**src/rtl/ipq_pkg.sv**
```systemverilog
// ipq_pkg: shared types and constants for the instruction prefetch queue.
//   ipq_entry_t  one buffered instruction together with the PC it was fetched from
//   ibus_req_t   request towards the instruction bus {valid, addr}
//   ibus_resp_t  response from the instruction bus {addr_ok, data_ok, data}
//   ipq_state_e  request FSM: RUN (free to issue) / HOLD (request waiting for addr_ok)
package ipq_pkg;

  localparam logic [31:0] RESET_PC = 32'hbfc0_0000;

  typedef struct packed {
    logic [31:0] pc;
    logic [31:0] instr;
  } ipq_entry_t;

  typedef struct packed {
    logic        valid;
    logic [31:0] addr;
  } ibus_req_t;

  typedef struct packed {
    logic        addr_ok;
    logic        data_ok;
    logic [31:0] data;
  } ibus_resp_t;

  typedef enum logic {
    RUN,
    HOLD
  } ipq_state_e;

endpackage

```
**src/rtl/ipq_fifo.sv**
```systemverilog
// ipq_fifo: small synchronous FIFO with a flush input.
//   clk, resetn  clock and asynchronous active-low reset
//   flush        empties the FIFO this cycle; wins over push and pop
//   push, pushData  write one word (ignored when full)
//   pop          drop the head word (ignored when empty)
//   headData     current head word (combinational read of the storage)
//   empty, full, count  occupancy status
// DEPTH must be a power of two: the pointers carry one extra wrap bit and
// simply roll over, so full/empty are told apart by that bit alone.
module ipq_fifo #(
  parameter int DEPTH = 4,
  parameter int WIDTH = 64
) (
  input  logic                   clk,
  input  logic                   resetn,
  input  logic                   flush,
  input  logic                   push,
  input  logic [WIDTH-1:0]       pushData,
  input  logic                   pop,
  output logic [WIDTH-1:0]       headData,
  output logic                   empty,
  output logic                   full,
  output logic [$clog2(DEPTH):0] count
);

  localparam int AW = $clog2(DEPTH);

  logic [AW:0]      wrPtr;
  logic [AW:0]      rdPtr;
  logic [WIDTH-1:0] mem [DEPTH];

  assign empty    = (wrPtr == rdPtr);
  assign full     = (wrPtr[AW] != rdPtr[AW]) && (wrPtr[AW-1:0] == rdPtr[AW-1:0]);
  assign count    = wrPtr - rdPtr;
  assign headData = mem[rdPtr[AW-1:0]];

  // Pointer update: flush resets both pointers, otherwise push and pop
  // advance independently so a simultaneous push/pop keeps the count.
  always_ff @(posedge clk or negedge resetn) begin
    if (!resetn) begin
      wrPtr <= '0;
      rdPtr <= '0;
    end else if (flush) begin
      wrPtr <= '0;
      rdPtr <= '0;
    end else begin
      if (push && !full) wrPtr <= wrPtr + 1'b1;
      if (pop && !empty) rdPtr <= rdPtr + 1'b1;
    end
  end

  // Storage needs no reset: nothing is read out before it has been written.
  always_ff @(posedge clk) begin
    if (push && !full && !flush) mem[wrPtr[AW-1:0]] <= pushData;
  end

endmodule

```
**src/rtl/inst_prefetch_queue.sv**
```systemverilog
// inst_prefetch_queue: fetch front end between the instruction bus and decode.
//   clk, resetn      clock, asynchronous active-low reset
//   ireq             {valid, addr} request to the instruction bus
//   iresp            {addr_ok, data_ok, data} response from the instruction bus
//   redirect_valid   flush the queue and restart fetch at redirect_pc
//   redirect_pc      new word-aligned fetch address
//   out_valid, out_pc, out_instr, out_ready   valid/ready hand-off to decode
// Build option: define IPQ_BYPASS_EN to forward a response straight to decode
// in the same cycle when the queue is empty; otherwise every output comes
// from the queue and data_ok -> out_valid takes one cycle.
module inst_prefetch_queue import ipq_pkg::*; #(
  parameter int          DEPTH     = 4,
  parameter int          MAX_OUTST = 2,
  parameter logic [31:0] RESET_PC  = ipq_pkg::RESET_PC
) (
  input  logic        clk,
  input  logic        resetn,
  output ibus_req_t   ireq,
  input  ibus_resp_t  iresp,
  input  logic        redirect_valid,
  input  logic [31:0] redirect_pc,
  output logic        out_valid,
  output logic [31:0] out_pc,
  output logic [31:0] out_instr,
  input  logic        out_ready
);

  localparam int QW = $clog2(DEPTH) + 1;
  localparam int OW = $clog2(MAX_OUTST) + 1;

  ipq_state_e  state, stateNext;
  logic [31:0] fetchPc;
  logic [31:0] holdAddr;
  logic        staleHold;
  logic [OW-1:0] drop;

  logic [QW-1:0] qCount;
  logic          qEmpty, qFull, qPush, qPop;
  ipq_entry_t    qHead, qIn;
  logic [OW-1:0] outst;
  logic          tagEmpty, tagFull;
  logic [31:0]   tagHead;

  logic hs, dataOk, discard, credit;

  assign hs      = ireq.valid && iresp.addr_ok;
  assign dataOk  = iresp.data_ok && !tagEmpty;
  // Anything returning while a redirect is in progress or while stale
  // requests are still owed belongs to the old instruction stream.
  assign discard = redirect_valid || (drop != '0);
  // Queued entries plus in-flight requests may never exceed the queue size,
  // which is what lets data_ok be accepted without back-pressure.
  assign credit  = ((32'(qCount) + 32'(outst)) < DEPTH) && !tagFull;
  assign qIn     = '{pc: tagHead, instr: iresp.data};

  // Request FSM, combinational half: RUN issues whenever credit allows;
  // HOLD keeps the very same request on the bus until it is accepted.
  always_comb begin
    stateNext  = state;
    ireq.valid = 1'b0;
    ireq.addr  = fetchPc;
    case (state)
      RUN: begin
        if (resetn && credit && !redirect_valid) begin
          ireq.valid = 1'b1;
          if (!iresp.addr_ok) stateNext = HOLD;
        end
      end
      HOLD: begin
        ireq.valid = 1'b1;
        ireq.addr  = holdAddr;
        if (iresp.addr_ok) stateNext = RUN;
      end
      default: stateNext = RUN;
    endcase
  end

  // Fetch PC, held request and drop bookkeeping. On a redirect every request
  // still owed after this cycle is dropped; a held request that has not been
  // accepted yet is marked stale and joins the drop count when accepted.
  always_ff @(posedge clk or negedge resetn) begin
    if (!resetn) begin
      state     <= RUN;
      fetchPc   <= RESET_PC;
      holdAddr  <= RESET_PC;
      staleHold <= 1'b0;
      drop      <= '0;
    end else begin
      state <= stateNext;
      if (state == RUN && ireq.valid && !iresp.addr_ok) holdAddr <= fetchPc;
      if (redirect_valid) begin
        fetchPc   <= redirect_pc;
        drop      <= outst + OW'(hs) - OW'(dataOk);
        staleHold <= (state == HOLD) && !iresp.addr_ok;
      end else begin
        if (hs && !staleHold) fetchPc <= fetchPc + 32'd4;
        drop <= drop + OW'(hs && staleHold) - OW'(dataOk && (drop != '0));
        if (hs) staleHold <= 1'b0;
      end
    end
  end

`ifdef IPQ_BYPASS_EN
  logic bypass;
  assign bypass    = qEmpty && dataOk && !discard;
  assign out_valid = !qEmpty || bypass;
  assign out_pc    = !qEmpty ? qHead.pc    : (bypass ? tagHead    : 32'd0);
  assign out_instr = !qEmpty ? qHead.instr : (bypass ? iresp.data : 32'd0);
  assign qPush     = dataOk && !discard && !qFull && !(bypass && out_ready);
`else
  assign out_valid = !qEmpty;
  assign out_pc    = qEmpty ? 32'd0 : qHead.pc;
  assign out_instr = qEmpty ? 32'd0 : qHead.instr;
  assign qPush     = dataOk && !discard && !qFull;
`endif

  assign qPop = !qEmpty && out_ready && !redirect_valid;

  ipq_fifo #(.DEPTH(DEPTH), .WIDTH($bits(ipq_entry_t))) entryQueue (
    .clk      (clk),
    .resetn   (resetn),
    .flush    (redirect_valid),
    .push     (qPush),
    .pushData (qIn),
    .pop      (qPop),
    .headData (qHead),
    .empty    (qEmpty),
    .full     (qFull),
    .count    (qCount)
  );

  // Tags of accepted requests; responses come back in issue order, so the
  // head tag always names the returning word. Its occupancy is the
  // outstanding-request count. Never flushed: stale responses still arrive.
  ipq_fifo #(.DEPTH(MAX_OUTST), .WIDTH(32)) tagFifo (
    .clk      (clk),
    .resetn   (resetn),
    .flush    (1'b0),
    .push     (hs),
    .pushData (ireq.addr),
    .pop      (dataOk),
    .headData (tagHead),
    .empty    (tagEmpty),
    .full     (tagFull),
    .count    (outst)
  );

endmodule
```
**config.mk**
```make
export PLATFORM = sky130hd
export DESIGN_NAME = inst_prefetch_queue
export DESIGN_NICKNAME = d
export VERILOG_FILES = /design/src/rtl/ipq_pkg.sv /design/src/rtl/ipq_fifo.sv /design/src/rtl/inst_prefetch_queue.sv
export SDC_FILE = /design/constraint.sdc
export NUM_CORES = 1
export LEC_CHECK = 0
export ABC_CLOCK_PERIOD_IN_PS = 4600
export BUFFER_PORTS_ARGS = -buffer_cell sky130_fd_sc_hd__buf_4
export CAP_MARGIN = 5
export CORE_AREA = 2 2 189 173
export DETAILED_ROUTE_END_ITERATION = 7
export DIE_AREA = 0 0 191 175
export PLACE_DENSITY = 0.75
export SYNTH_ARGS = -nofsm -noshare
export SYNTH_HDL_FRONTEND = slang
export SYNTH_SLANG_ARGS = --single-unit
```
**constraint.sdc**
```tcl
create_clock -name clk -period 4.6 [get_ports clk]
set_input_delay 0.46 -clock clk [delete_from_list [all_inputs] [get_ports clk]]
set_output_delay 0.46 -clock clk [all_outputs]
set_load 0.05 [all_outputs]
```
Word-level counts from Yosys, hierarchy flattened:

Memories as Yosys holds them, arrays and structs flattened.
Index checks and enable logic that the tools add are counted.

* register bits: 78
* bits in writable memories: 320
* input port bits: 70
* output and inout bits: 98
* memories kept: 2

* $add $sub $neg: 12
* magnitude comparators: 1
* equality and inequality tests: 6
* muxes and demuxes: 21
* bitwise operators: 1
* reductions and logical operators: 36

Memories
* entryQueue.mem: words 4, width 64, rd ports 1, clocked after memory_dff 0, wr ports 1, line ipq_fifo.sv:30 `logic [WIDTH-1:0] mem [DEPTH];`
* tagFifo.mem: words 2, width 32, rd ports 1, clocked after memory_dff 0, wr ports 1, line ipq_fifo.sv:30

Operators with widths (count)
* two-way mux 32 bit: 5
* adder 32 x 3 -> 32 bit (second input constant): 1
* logical AND 1 bit: 22
* two-way mux 3 bit: 4
* nonzero test 2 bit: 5
* two-way mux 1 bit: 9
* zero test 1 bit: 8
* adder 3 x 1 -> 3 bit (second input constant): 2
* adder 2 x 1 -> 2 bit: 2
* adder 2 x 1 -> 2 bit (second input constant): 2
* adder 3 x 2 -> 4 bit: 1
* equality test 2 bit: 2
* less-than comparator 4 x 3 -> 1 bit (second input constant): 1
* case mux 1 bit (2 select lines): 2
* subtractor 2 x 1 -> 2 bit: 2
* equality test 3 bit: 1
* subtractor 3 bit: 1
* two-way mux 2 bit: 1
* inequality test 1 bit: 2
* subtractor 2 bit: 1
* equality test 1 bit: 1
* logical OR 1 bit: 1
* inverter 1 bit: 1

Longest topological paths before layout:

Gate-level depths: netlist (run 1).

* depth after elaboration: 13
* gate-level depth with buffers: 19
* depth with buffers taken out: 17

Cells and area by module:

From an unflattened synthesis (run 1), not the netlist that was laid out.

* cells, all modules: 968
* area total of the unflattened synthesis: 16831.1 um2

By module, submodules not included
* ipq_fifo (entryQueue): times used 1, cells each 399, area an instance 9834.4 um2
* inst_prefetch_queue: times used 1, cells each 431, area an instance 4394.2 um2
* ipq_fifo (tagFifo): times used 1, cells each 138, area an instance 2602.5 um2

Least setup slack after synthesis (run 1):

No wires, ideal clock.

* path kind: register -> register
* start: reg entryQueue.rdPtr[1]
* end: mem tagFifo.mem[0][0], enable pin
* setup time: 421 ps
* arrival time: 4659 ps
* required time: 4179 ps
* slack: -480 ps
* stages on the path, launching flop included: 13
* buffers on the path: 3
* clock period less this slack: 5080 ps
* cells stage by stage: dfrtp_1 > clkbuf_1 > clkbuf_1 > inv_1 > fa_1 > ha_1 > nor3b_1 > nor4b_1 > a31oi_2 > clkbuf_1 > inv_2 > nand3_1 > nor2_1

RTL lines
* start: declaration: line ipq_fifo.sv:29 `logic [AW:0] rdPtr;`
* start signal: assignment: line ipq_fifo.sv:48 `if (pop && !empty) rdPtr <= rdPtr + 1'b1;`
* end: declaration: line ipq_fifo.sv:30

==> summary.txt, run 1 <==
status: finished clean
largest net degree at the start of global routing: 67
Tot GR Track Use: 20.4%
Worst path slowest cell: nor4b_1
Int Power: 0.00759 W
final core utilization: 62.0%
htree depth: 2
maximum VDD drop: 0.317 mV
root buffer cell: clkbuf_16
die width: 191 um
Rel. slew slack: 30.3%
CP bufs+invs: 4
combinational share of power: 29.4%
Setup Buffers After CTS: 0
Post-Synthesis Cells: 954
initial core utilization: 52.3%
Cell Rows: 62
Clock power frac: 28.4%
unrepaired setup endpoints after global routing: false
GP Congestion: 0.841
Crit path depth: 10
period utilization: 82.6%
max cap viols: 0
Post-synth EDFFs: 320
Reg clk slew, reported paths: 0.06 ns
layout cells sized above 1: 36.9%
Reg power frac: 42.2%
ANT cells: 0
clock skew: 0.0109 ns
drt initial violations: 765
Clock Path Buffers: 3
syn nets: 1039
Yosys reg bits: 398
Layout fillers: 2264
CP max stage delay: 0.55 ns
initial antenna violation count: 0
crit end category: output port
nets@finish: 1214
Min-Delay Path Class: primary input to flop
Setup violations, final: 0
non-filler cells, final: 1577
required time worst endpoint: 4.14 ns
Post-Route WL: 33.4 mm
Critical Path AT: 3.34 ns
Fin Setup TNS: 0 ns
Vias: 9112
vias in the first global route: 9167
register area share after synthesis: 70.5%
net switching power: 0.00363 W
CP delay by family, top: adder cells
Power Dens Cells: 576 mW/mm2
clk_lat worst skew: 0.52 ns
worst slew pin tran: 1.05 ns
Slew Limit Fails: 0
Net Sw Frac: 32.3%
Hold Vio Cnt, Final: 0
Mean Syn Cell Area: 17.2 um2
synth warn: 0
crit-path cells: inv_1 -> ha_1 -> inv_1 -> fa_1 -> ha_1 -> nor3b_1 -> nor4b_1 -> a31oi_4 -> inv_2 -> buf_4
die area: 0.0334 mm2
Top FF cell, synth: edfxtp_1
post-synthesis async set-or-reset flop share: 19.6%
Syn-to-layout area delta: 18.4%
Synth cell types: 54
placed insts: 1502
first-pass GRT wire length: 52.4 mm
static leakage: 6.84 nW
Setup CP Type: flop to output port
reg2reg path depth: 12
Remaining DRCs: 0
critical path launch point type: flop
post-DR wirelength/cell: 21.2 um
WHS Path Cells: 1
crit-path max FO: 10
grt ovf: 0
Die Y: 175 um
drt first pass iters: 6
Final ANT Viol Nets: 0
Clock Sinks: 398
Via density: 5.78
dpl hpwl: 20.5 mm
Core Area: 0.0314 mm2
CTS buffer count: 40
count of port buffers added during placement: 167
fin crit period: 3.80 ns
achievable clock frequency: 0.263 GHz
synthesized cell area: 0.0164 mm2
CTS tree: done
Ports: 168
-- through the flow --
stage               area (um2)  total power, W  hold slack [ns]  setup WS, ns
floorplan                16400         0.00712            0.164        0.0356
global placement         18200         0.00804            0.397          1.01
detailed placement       18200         0.00813            0.396         0.874
CTS                      19500          0.0113            0.116         0.787
global route             19500          0.0117            0.115         0.622
finish                   19500          0.0112            0.134         0.802
-- path summary, 6_finish.rpt --
kind / startpoint / end / slack [ns]
min: iresp[23] / entryQueue.mem[3][23] / 0.13
min in group asynchronous: resetn / holdAddr[30] / 0.39
max in group asynchronous: resetn / entryQueue.rdPtr[1] / 3.11
max reg2reg: entryQueue.wrPtr[0] / tagFifo.mem[0][13] / 0.85
max: entryQueue.wrPtr[0] / ireq[32] / 0.80
min reg2reg: holdAddr[17] / holdAddr[17] / 0.48
-- metal layers --
metal	part of all wire (%)	track usage, %	up-vias
met5	0	0	-
li1	-	-	4099
met2	48	32.1	303
met3	6.4	3.84	35
met1	45	29.9	4675
met4	1.2	4.33	0
-- Yosys cell counts (12+ instances only) --
library cell	count	area share (%)
inv_1	18	0.41
o21ai_0	18	0.55
edfxtp_1	320	58
a31oi_1	18	0.68
or4_1	17	0.78
mux4_2	64	8.8
or3_1	12	0.46
nand4_1	14	0.53
nand3_1	20	0.61
dfstp_2	18	2.9
dfrtp_1	60	9.1
nand2_1	36	0.82
and2_1	65	2.5
mux2_2	89	6.1
ha_1	14	1.1
clkbuf_1	37	0.84
nor2_1	34	0.78
-- cells by family (layout without fill, tap and decap cells) --
logic type / Yosys count / in the layout / share of synthesized area [%]
AO/OA/AOI/OAI: 74 / 74 / 3.08
XOR/XNOR: 16 / 16 / 0.852
adder cells (fa/ha/maj): 15 / 15 / 1.19
buffers and inverters: 70 / 277 / 1.78
flip-flops: 398 / 398 / 70.5
multiplexers: 154 / 154 / 14.9
AND/OR/NAND/NOR: 227 / 227 / 7.71
-- repair_timing --
item | 4_1_cts | 5_1_grt
endpoints found under the hold margin | 11 | 0
gates resized for setup | 0 | 0
hold buffers | 1 | 0
-- power by group through the flow --
stage	logic (W)	clock network, W	registers, W
finish	0.00330	0.00319	0.00473
global route	0.00354	0.00338	0.00477
CTS	0.00335	0.00324	0.00473
detailed placement	0.00333	0	0.00480
global placement	0.00327	0	0.00478
floorplan	0.00240	0	0.00472
-- cells in the final DEF (no fill, tap or decap), types with 7 or more instances in the layout --
cell type  Yosys  routed
o211ai_1       9       9
a31oi_1       18      18
nand3_1       20      20
mux4_2        64      64
ha_1          14      14
clkinv_1       1       7
nand4_1       14      14
inv_1         18      18
and2_1        65      65
edfxtp_1     320     320
xnor2_1        9       9
clkbuf_1      37       8
dfrtp_1       60      58
o31ai_1       11      11
o21ai_0       18      18
clkbuf_16      0      42
or4_1         17      17
buf_4          0     182
xor2_1         7       7
clkinv_2       0       8
nor2_1        34      33
mux2_2        89      89
dfstp_2       18      18
nand2_1       36      36
or3_1         12      12
-- registers in the layout, summed over array words and instances (netlist names) --
signal,count
entryQueue.rdPtr,3
entryQueue.mem,256
state,1
fetchPc,32
tagFifo.wrPtr,2
entryQueue.wrPtr,3
holdAddr,32
tagFifo.rdPtr,2
tagFifo.mem,64
staleHold,1
drop,2
-- layout make-up --
type	instances	area (um2)	share of cell area, %
clock buffers	52	1110	5.69
repair buffers	183	1380	7.07
clock inverters	22	200	1.03
flip-flops and latches	398	11600	59.5
inverters	20	75.1	0.386
well taps	416	520	2.67
multi-input cells	486	4600	23.6
Power figures use the tool's default switching activity.
==> inputs of run 2 (changes only) <==
--- a/config.mk
+++ b/config.mk
@@ -5,13 +5,14 @@
 export SDC_FILE = /design/constraint.sdc
 export NUM_CORES = 1
 export LEC_CHECK = 0
-export ABC_CLOCK_PERIOD_IN_PS = 4600
+export ABC_AREA = 1
+export ABC_CLOCK_PERIOD_IN_PS = 3950
 export BUFFER_PORTS_ARGS = -buffer_cell sky130_fd_sc_hd__buf_4
 export CAP_MARGIN = 5
-export CORE_AREA = 2 2 189 173
+export CORE_AREA = 2 2 184 168
 export DETAILED_ROUTE_END_ITERATION = 7
-export DIE_AREA = 0 0 191 175
-export PLACE_DENSITY = 0.75
+export DIE_AREA = 0 0 186 170
+export PLACE_DENSITY = 0.79
 export SYNTH_ARGS = -nofsm -noshare
 export SYNTH_HDL_FRONTEND = slang
 export SYNTH_SLANG_ARGS = --single-unit
==> constraint.sdc (replaced) <==
create_clock -name clk -period 3.95 [get_ports clk]
set_input_delay 0.395 -clock clk [delete_from_list [all_inputs] [get_ports clk]]
set_output_delay 0.395 -clock clk [all_outputs]
set_load 0.05 [all_outputs]
==> summary.txt, run 2 <==
Min-Delay Path Class: primary input to flop (unchanged)
fin crit period: 3.58 ns
layout cells sized above 1: 17.2% (was 36.9%)
CTS tree: done (unchanged)
Reg clk slew, reported paths: 0.06 ns (about the same)
Core Area: 0.0297 mm2 (was 0.0314 mm2)
Net Sw Frac: 44.1% (was 32.3%)
Clock Path Buffers: 3 (unchanged)
non-filler cells, final: 2253 (was 1577)
Remaining DRCs: 0 (unchanged)
worst slew pin tran: 1.06 ns (was 1.05 ns)
net switching power: 0.00741 W (was 0.00363 W)
first-pass GRT wire length: 62.0 mm (was 52.4 mm)
Mean Syn Cell Area: 10.3 um2 (was 17.2 um2)
Syn-to-layout area delta: 16.5% (was 18.4%)
post-synthesis async set-or-reset flop share: 19.6% (unchanged)
initial antenna violation count: 0 (unchanged)
combinational share of power: 44.1% (was 29.4%)
drt first pass iters: 5 (was 6)
FF+latch area: 0.0116 mm2 (about the same)
clk_lat worst skew: 0.53 ns (was 0.52 ns)
synth warn: 0 (unchanged)
root buffer cell: clkbuf_16 (unchanged)
Vias: 12400 (was 9112)
commonest non-fill, non-tap cell in the layout: nand2_1 (was edfxtp_1)
Tot GR Track Use: 25.3% (was 20.4%)
largest net degree at the start of global routing: 99 (was 67)
reg2reg start: entryQueue.wrPtr[0] (unchanged)
Yosys reg bits: 398 (unchanged)
htree depth: 2 (unchanged)
register area share after synthesis: 66.9% (was 70.5%)
Reg power frac: 34.5% (was 42.2%)
nets@finish: 1909 (was 1214)
Synth top area share: 55.5% (was 58.5%)
crit-path max FO: 84 (was 10)
Reg2Reg Capture Point: drop[1] (was tagFifo.mem[0][13])
critical path launch point type: flop (unchanged)
WHS Path Cells: 1 (unchanged)
Layout fillers: 2246 (was 2264)
Final ANT Viol Nets: 0 (unchanged)
static leakage: 7.95 nW (was 6.84 nW)
Power Dens Cells: 834 mW/mm2 (was 576 mW/mm2)
Via density: 5.51 (was 5.78)
Setup CP Type: flop to output port (unchanged)
die width: 186 um (was 191 um)
Post-synth EDFFs: 320 (unchanged)
placed insts: 2184 (was 1502)
max cap viols: 0 (unchanged)
period utilization: 90.7%
multi-input logic area: 0.00510 mm2 (was 0.00460 mm2)
Setup Buffers After CTS: 0 (unchanged)
Post-Synthesis Cells: 1681 (was 954)
Largest register FFs: 256 (unchanged)
post-DR wirelength/cell: 17.5 um (was 21.2 um)
Hold Vio Cnt, Final: 0 (unchanged)
worst hold margin: 0.0604 ns (was 0.134 ns)
initial core utilization: 58.4% (was 52.3%)
clock skew: 0.0162 ns (was 0.0109 ns)
most frequent CP cell: buf_4
dpl hpwl: 24.3 mm (was 20.5 mm)
cts repair resizes: 0 (unchanged)
Clock power frac: 21.4% (was 28.4%)
maximum VDD drop: 0.504 mV (was 0.317 mV)
vias in the first global route: 11700 (was 9167)
Synth area leader: edfxtp_1 (unchanged)
Setup violations, final: 0 (unchanged)
CTS buffer count: 40 (unchanged)
Top FF cell, synth: edfxtp_1 (unchanged)
CP max stage delay: 0.76 ns (was 0.55 ns)
ANT cells: 0 (unchanged)
HP Start: iresp[25] (was iresp[23])
Critical Path AT: 3.19 ns (was 3.34 ns)
Ports: 168 (unchanged)
design area: 0.0202 mm2 (was 0.0195 mm2)
Fin Setup TNS: 0 ns (unchanged)
Rel. slew slack: 29.5% (was 30.3%)
unrepaired setup endpoints after global routing: false (unchanged)
dpl cell area: 0.0189 mm2 (was 0.0182 mm2)
syn nets: 1766 (was 1039)
Synth top cells by count: nand2_1 (423), edfxtp_1 (320), nor2_1 (313), o21ai_0 (168), a21oi_1 (67) (was edfxtp_1 (320), mux2_2 (89), and2_1 (65), mux4_2 (64), dfrtp_1 (60))
drt initial violations: 1257 (was 765)
most common cell in the netlist: nand2_1 (was edfxtp_1)
Worst Hold Endpoint: entryQueue.mem[0][25] (was entryQueue.mem[3][23])
most frequent cells in the layout: nand2_1 (422), edfxtp_1 (320), nor2_1 (308) (was edfxtp_1 (320), buf_4 (182), mux2_2 (89))
reg2reg path depth: 20 (was 12)
GP Congestion: 0.880 (was 0.841)
Slew Limit Fails: 0 (unchanged)
Die Y: 170 um (was 175 um)
required time worst endpoint: 3.56 ns (was 4.14 ns)
Synth cell types: 33 (was 54)
status: finished clean (unchanged)
Int Power: 0.00940 W (was 0.00759 W)
Post-Route WL: 39.4 mm (was 33.4 mm)
top cells by area, synth: edfxtp_1 (56%), nand2_1 (9.2%), dfrtp_1 (8.7%), nor2_1 (6.8%), o21ai_0 (4.9%) (was edfxtp_1 (58%), dfrtp_1 (9.1%), mux4_2 (8.8%), mux2_2 (6.1%), dfstp_2 (2.9%))
Worst path slowest cell: buf_4 (was nor4b_1)
Cell Rows: 60 (was 62)
worst reg-to-reg setup slack: 0.55 ns (was 0.85 ns)
count of port buffers added during placement: 167 (unchanged)
Post-CTS Hold Buffers: 1 (unchanged)
crit-path cells: buf_4 -> buf_4 -> nor2_1 -> nor2_1 -> o21ai_0 -> a21oi_1 -> buf_4 (was inv_1 -> ha_1 -> inv_1 -> fa_1 -> ha_1 -> nor3b_1 -> nor4b_1 -> a31oi_4 -> inv_2 -> buf_4)
crit end category: output port (unchanged)
die area: 0.0316 mm2 (was 0.0334 mm2)
achievable clock frequency: 0.279 GHz
grt ovf: 0 (unchanged)
Clock Sinks: 398 (unchanged)
synthesized cell area: 0.0173 mm2 (was 0.0164 mm2)
-- run 2: cell count changes in the layout (fill, tap and decap cells not counted), sizes merged, moves of 11 or more --
| cell | delta |
|---|---|
| a21oi | +65 |
| a31oi | -16 |
| and2 | -65 |
| inv | +50 |
| mux2 | -89 |
| mux4 | -64 |
| nand2 | +392 |
| nand3 | +43 |
| nor2 | +289 |
| o21ai | +187 |
| o31ai | -11 |
| or3 | -12 |
| or4 | -18 |
-- run 2: how the worst max path moves through the flow --
stage,start,end,slack (ns)
after CTS,entryQueue.rdPtr[0],out_pc[9],0.43
after detailed placement,entryQueue.wrPtr[0],drop[1],0.61
final,entryQueue.rdPtr[0],out_pc[9],0.37
after global placement,entryQueue.wrPtr[0],drop[1],0.71
after floorplan,entryQueue.rdPtr[1],entryQueue.mem[0][0],-0.81
after global routing,entryQueue.rdPtr[0],out_pc[9],0.23
-- run 2: routing by layer --
layer	GRT usage (%)	vias up	share of wire, %
met5	0	-	0
met4	6.20	0	1.7
met3	3.45	61	7.2
met2	40.2	473	47
li1	-	5939	-
met1	37.2	5935	44
-- run 2: stage by stage --
| step | worst slack (ns) | util, % | total power, W |
|---|---|---|---|
| after global routing | 0.233 | 68.0 | 0.0177 |
| after CTS | 0.430 | 68.0 | 0.0169 |
| after floorplan | -0.813 | - | 0.0110 |
| final | 0.367 | 68.0 | 0.0168 |
| after global placement | 0.713 | 63.8 | 0.0131 |
| after detailed placement | 0.609 | 63.8 | 0.0133 |
-- run 2: worst max-delay path: cells and delay by family, from the launching register on --
kind / cells / cell delay [ns]
buf+inv: 3 / 1.47
compound gates: 2 / 0.43
flops: 1 / 0.41
simple gates: 2 / 0.25
-- run 2: final cells by class --
class / count / area share, %
Inverter: 70 / 1.30
Timing Repair Buffer: 187 / 7.35
Clock buffer: 45 / 5.06
Multi-Input combinational cell: 1127 / 25.3
Tap cell: 403 / 2.50
Clock inverter: 23 / 1.04
Sequential cell: 398 / 57.5
-- run 2: cell families after synthesis --
| kind of cell | Yosys count | share of synthesized area, % |
|---|---|---|
| AO/OA/AOI/OAI | 276 | 8.52 |
| XOR/XNOR | 10 | 0.506 |
| adder cells (fa/ha/maj) | 15 | 1.13 |
| buffers and inverters | 156 | 3.82 |
| flip-flops | 398 | 66.9 |
| AND/OR/NAND/NOR | 826 | 19.1 |
-- run 2: power by group through the flow --
stage / Sequential (W) / Clock [W] / Combinational [W]
floorplan: 0.00579 / 0 / 0.00524
global placement: 0.00585 / 0 / 0.00724
detailed placement: 0.00588 / 0 / 0.00739
CTS: 0.00580 / 0.00364 / 0.00742
global route: 0.00587 / 0.00382 / 0.00800
finish: 0.00581 / 0.00360 / 0.00741
